===== src/rtl/conv_window_generator.sv =====
// Streaming 5x5 window generator: four line buffers plus a shifting window
// register turn a raster pixel stream into every fully valid stride-1 window.
module conv_window_generator #(
  parameter int bitwidth = 16,
  parameter int IMG_W    = 28,
  parameter int IMG_H    = 28
) (
  input  logic                                      clk,
  input  logic                                      rst,
  input  logic                                      in_valid,
  output logic                                      in_ready,
  input  logic signed [bitwidth-1:0]                in_pixel,
  output logic                                      out_valid,
  input  logic                                      out_ready,
  output logic signed [4:0][4:0][bitwidth-1:0]      map_block,
  output logic        [$clog2(IMG_H)-1:0]           out_row,
  output logic        [$clog2(IMG_W)-1:0]           out_col,
  output logic                                      frame_done
);

  localparam int RW = $clog2(IMG_H);
  localparam int CW = $clog2(IMG_W);
  localparam logic [RW-1:0] ROW_LAST = RW'(IMG_H - 1);
  localparam logic [CW-1:0] COL_LAST = CW'(IMG_W - 1);
  localparam logic [RW-1:0] ROW_OFS  = RW'(4);
  localparam logic [CW-1:0] COL_OFS  = CW'(4);

  logic [RW-1:0] row_q, row_d;
  logic [CW-1:0] col_q, col_d;
  logic [RW-1:0] out_row_q, out_row_d;
  logic [CW-1:0] out_col_q, out_col_d;
  logic          out_valid_q, out_valid_d;
  logic          frame_done_q, frame_done_d;

  // win_q[i][j]: row offset i (0 = oldest row), column offset j (4 = newest)
  logic [4:0][4:0][bitwidth-1:0]       win_q, win_d;
  // lb_q[0] holds row r-4, lb_q[3] holds row r-1 at every column
  logic [3:0][IMG_W-1:0][bitwidth-1:0] lb_q, lb_d;

  logic accept;
  logic emit;
  logic hold;

  assign in_ready   = !out_valid_q || out_ready;
  assign out_valid  = out_valid_q;
  assign out_row    = out_row_q;
  assign out_col    = out_col_q;
  assign frame_done = frame_done_q;
  assign map_block  = win_q;

  always_comb begin
    accept = in_valid && in_ready;
    emit   = accept && (row_q >= ROW_OFS) && (col_q >= COL_OFS);
    hold   = out_valid_q && !out_ready;

    row_d = row_q;
    col_d = col_q;
    if (accept) begin
      if (col_q == COL_LAST) begin
        col_d = '0;
        row_d = (row_q == ROW_LAST) ? '0 : row_q + 1'b1;
      end else begin
        col_d = col_q + 1'b1;
      end
    end

    out_valid_d  = emit || hold;
    out_row_d    = out_row_q;
    out_col_d    = out_col_q;
    frame_done_d = frame_done_q && hold;
    if (emit) begin
      out_row_d    = row_q - ROW_OFS;
      out_col_d    = col_q - COL_OFS;
      frame_done_d = (row_q == ROW_LAST) && (col_q == COL_LAST);
    end
  end

  // The window only moves on accept, so it also serves as the held output.
  always_comb begin
    win_d = win_q;
    lb_d  = lb_q;
    if (accept) begin
      for (int i = 0; i < 5; i++) begin
        for (int j = 0; j < 4; j++) begin
          win_d[i][j] = win_q[i][j+1];
        end
      end
      for (int k = 0; k < 4; k++) begin
        win_d[k][4] = lb_q[k][col_q];
      end
      win_d[4][4] = in_pixel;
      for (int k = 0; k < 3; k++) begin
        lb_d[k][col_q] = lb_q[k+1][col_q];
      end
      lb_d[3][col_q] = in_pixel;
    end
  end

  always_ff @(posedge clk or posedge rst) begin
    if (rst) begin
      row_q        <= '0;
      col_q        <= '0;
      out_row_q    <= '0;
      out_col_q    <= '0;
      out_valid_q  <= 1'b0;
      frame_done_q <= 1'b0;
      win_q        <= '0;
    end else begin
      row_q        <= row_d;
      col_q        <= col_d;
      out_row_q    <= out_row_d;
      out_col_q    <= out_col_d;
      out_valid_q  <= out_valid_d;
      frame_done_q <= frame_done_d;
      win_q        <= win_d;
    end
  end

  // Line buffer contents are don't-care until four rows are rewritten.
  always_ff @(posedge clk) begin
    lb_q <= lb_d;
  end

endmodule


===== config.mk =====
export PLATFORM = sky130hd
export DESIGN_NAME = conv_window_generator
export DESIGN_NICKNAME = d
export VERILOG_FILES = /design/src/rtl/conv_window_generator.sv
export SDC_FILE = /design/constraint.sdc
export NUM_CORES = 2
export LEC_CHECK = 0
export CORE_MARGIN = 5
export CORE_UTILIZATION = 64
export DETAILED_ROUTE_END_ITERATION = 6
export GPL_TIMING_DRIVEN = 1
export PLACE_DENSITY = 0.84
export SLEW_MARGIN = 10
export SYNTH_ARGS = -nofsm -noshare
export SYNTH_HDL_FRONTEND = slang
export SYNTH_SLANG_ARGS = --single-unit

===== constraint.sdc =====
create_clock -name clk -period 30.5 [get_ports clk]
set_input_delay 6.1 -clock clk [delete_from_list [all_inputs] [get_ports clk]]
set_output_delay 6.1 -clock clk [all_outputs]
set_load 0.02 [all_outputs]

# == Word level (Yosys, flattened, before mapping) ==
# Cells that the tools add are included.
# op_classes
addsub,4
magnitude_cmp,4
n_eq_ne,2
mux,17
n_reduce_logical,12
# op_table
operator,n
$bwmux W448,4
$bmux W16 S5,4
$demux W16 S5,1
$mux W16,5
$add A5 B1 Y5 const B,2
$eq A5 B5 Y1 const B,2
$ge A5 B3 Y1 const B,2
$mux W5,2
$sub A5 B3 Y5 const B,2
$logic_and A1 B1 Y1,7
$lt A5 B6 Y1 const B,1
$ge A5 B1 Y1 const B,1
$logic_not A1 Y1,2
$logic_or A1 B1 Y1,2
$reduce_and A2 Y1,1
$mux W1,1
# totals
reg_bits,2214
in_bits,20
out_inout_bits,413
elab_cells,182

# == Logic depth before layout (Yosys ltp) ==
# logic_depth
depth_word,6
mapped_depth,9
mapped_depth_nobuf,6

# == Worst setup path after synthesis ==
# No wires, ideal clock.
# synth_path
path_kind,input -> output
startpoint,input port out_ready
endpoint,output port in_ready
arrival_ps,6780
required_time_ps,24400
slack_ps,17620
cell_stages,3
n_path_buf,2
cell_sequence,nand2b_1 > clkbuf_1 > clkbuf_1
# synth_between
elab_chain_cells,1
# synth_rtl
item,line,source
"start, declared",14,"input logic out_ready,"
$logic_or A1 B1 Y1,44,assign in_ready = !out_valid_q || out_ready;
"end, declared",11,"output logic in_ready,"
# No other way between the ends.

# == Worst setup path after layout ==
# Same ends and word-level chain as after synthesis.

==> metrics.yaml <==
min_from: "map_block[81]$_DFFE_PP0P_"
holdBufCountCts: 0
pin_count: 433
startpoint_type: "primary input"
first_global_vias: 50500
syn_inst: 5114
p_seq_frac: 0.461
wl_per_cell_um: 30.9
p_per_area_nw_per_um2: 101
status: "complete, but fails checks"
fin_tns_setup_ns: 0
p_comb_frac: 0.286
crit_required_ns: 24.40
core_sq_um: 131000
die_w_um: 374
synth_area_sq_um: 84600
finalWeightedCongestion: 0.815
postSynth.asyncResetShare: 0.191
die_h_um: 374
synth_ff_type: "edfxtp_1"
ys_types: 55
final_cells: 7489
min_path_type: "reg -> reg"
ys_seq_area_frac: 0.761
cp_max_fo: 16
place_hpwl_um: 122000
p_leak_uw: 0.0353
cts-root-buf: "clkbuf_16"
cts_setup_buffers: 0
ys_warn_count: 0
fillers: 7001
post-route-period-util: 0.455
holdWs_ns: 0.472
finalHoldViolations: 0
cp-startpoint: "out_ready"
fin_util: 0.739
relSlewSlack: 0.101
multi_input_area_sq_um: 19000
port_buffers: 432
synth_nets: 5148
postPlaceCellArea_sq_um: 90700
reg2reg_depth: 9
grt_first_pass_wirelength_um: 337000
start_util: 0.643
drc: 1
cts_made_buffers: 201
swShare: 0.334
num_rows: 133
first_pass_iters: 7
final_common_cell: "edfxtp_1"
power_frac_clock: 0.252
synth-seq-cells: 2214
clock_skew_ns: 0.0291
antenna_found_initial: 0
ctsHtreeMaxLevel: 4
cp.arrival_ns: 7.77
syn_to_final_growth_pct: 14.9
ant_nets: 0
cp-end-kind: "output pin"
cts_resized: 0
slew_violations: 0
min_period_ns: 13.87
whs_path_depth: 2
layout_common_cells: "1,792 x edfxtp_1, 1,110 x nand2_1, 551 x mux2i_1, 432 x clkdlybuf4s50_1, 419 x dfrtp_1"
drive_above_1_share: 0.113
synth_edf_count: 1792
grt_overflow: 0
crit_type: "in -> out"
r2r_slack_ns: 22.65
cts_tree: "built"
wirelength_um: 231000
setup_viol: 0
cts_sinks: 2214
fmax_mhz: 72.1
die_area_sq_um: 140000
clk_pin_slew_worst_paths_ns: 0.06
r2r-start: "col_q[1]$_DFFE_PP0P_"
register_area_sq_um: 64400
power.internal_uw: 6530
detail_route.vias_per_cell: 6.72
tightest_slew_ns: 1.35
max_cap_viol_count: 0
via_count: 50300
dp.cells: 7110
avgSynthCellArea_sq_um: 16.5
clkLatencyLatePin_ns: 0.84
grt_usage: 0.329
drtIter0Drc: 7784
vdd_drop_max_uv: 76.6
violations: "design-rule violations"
p_sw_uw: 3270
design_area_sq_um: 97200
grt_max_degree: 216
ctsLongestPathBuffers: 3
final_nets: 5592
rsz0062_at_grt: "false"
-- layout make-up --
class                           instances  area share
Antenna cell                            1   0.0000257
Tap cell                             1755      0.0226
Multi-Input combinational cell       2601       0.196
Timing Repair Buffer                  528      0.0523
Sequential cell                      2214       0.662
Clock inverter                        100     0.00868
Clock buffer                          278      0.0578
Inverter                               12    0.000541
-- metrics by stage --
step / setup WS, ns / total power (uW)
3_3_place_gp: 16.64 / 7160
5_1_grt: 16.53 / 10100
2_1_floorplan: 12.65 / 6100
4_1_cts: 16.63 / 9760
6_report: 16.63 / 9800
3_5_place_dp: 16.62 / 7280
-- routing by layer --
metal  GRT usage  part of all wire  vias up  wire (um)
met2       0.526              0.48     4160     112000
met3      0.0842              0.13      859      30900
met4       0.156             0.056        0      12900
met1       0.431              0.33    25000      76100
li1            -                 -    20300          -
met5           0                 0        -          0
-- cells in the mapped netlist (11+ instances only) --
cell type | n | area (sq um)
buf_2 | 98 | 490
nor4b_2 | 23 | 345
inv_1 | 11 | 41.3
buf_4 | 29 | 218
o22ai_1 | 165 | 1030
dfrtp_1 | 422 | 10600
a22oi_1 | 109 | 818
clkbuf_1 | 130 | 488
o21ai_0 | 11 | 55.1
buf_6 | 15 | 169
nor2_1 | 95 | 357
a22o_1 | 39 | 342
mux4_2 | 168 | 3780
mux2_2 | 12 | 135
nor3_1 | 13 | 65.1
mux2i_1 | 551 | 5520
nand3_1 | 81 | 405
nand2_1 | 1111 | 4170
edfxtp_1 | 1792 | 53800
a31oi_1 | 80 | 500
nor4_1 | 26 | 163
ha_1 | 14 | 175
buf_1 | 12 | 45.0
-- sequential cells by signal, summed over array words and instances (netlist names) --
register / count
lb_q: 1792
map_block: 400
col_q: 5
out_col: 5
out_row: 5
row_q: 5
frame_done: 1
out_valid: 1
-- critical path, stage by stage --
cell	delay, ns
clkdlybuf4s50_1	0.45
nand2b_1	0.50
clkdlybuf4s50_1	0.72
-- logic make-up after synthesis --
family | count (synthesis) | synth area share
adder cells (fa/ha/maj) | 14 | 0.00207
XOR/XNOR | 2 | 0.000207
AO/OA/AOI/OAI | 451 | 0.0366
buffers and inverters | 299 | 0.0176
flip-flops | 2214 | 0.761
multiplexers | 736 | 0.113
AND/OR/NAND/NOR | 1398 | 0.0693
-- power groups by stage --
stage	clock network [uW]	logic (uW)	registers [uW]
final	2470	2810	4520
after global routing	2620	2940	4550
after CTS	2480	2760	4510
after detailed placement	0	2720	4560
after global placement	0	2620	4540
after floorplan	0	1480	4620
-- worst paths after layout --
check                                        endpoint
max                                          in_ready
min                         map_block[81]$_DFFE_PP0P_
max reg2reg                      lb_q[1100]$_DFFE_PP_
min reg2reg                 map_block[81]$_DFFE_PP0P_
max in group asynchronous  map_block[100]$_DFFE_PP0P_
min in group asynchronous  map_block[348]$_DFFE_PP0P_
No activity file was read; power rests on OpenSTA's default activity.
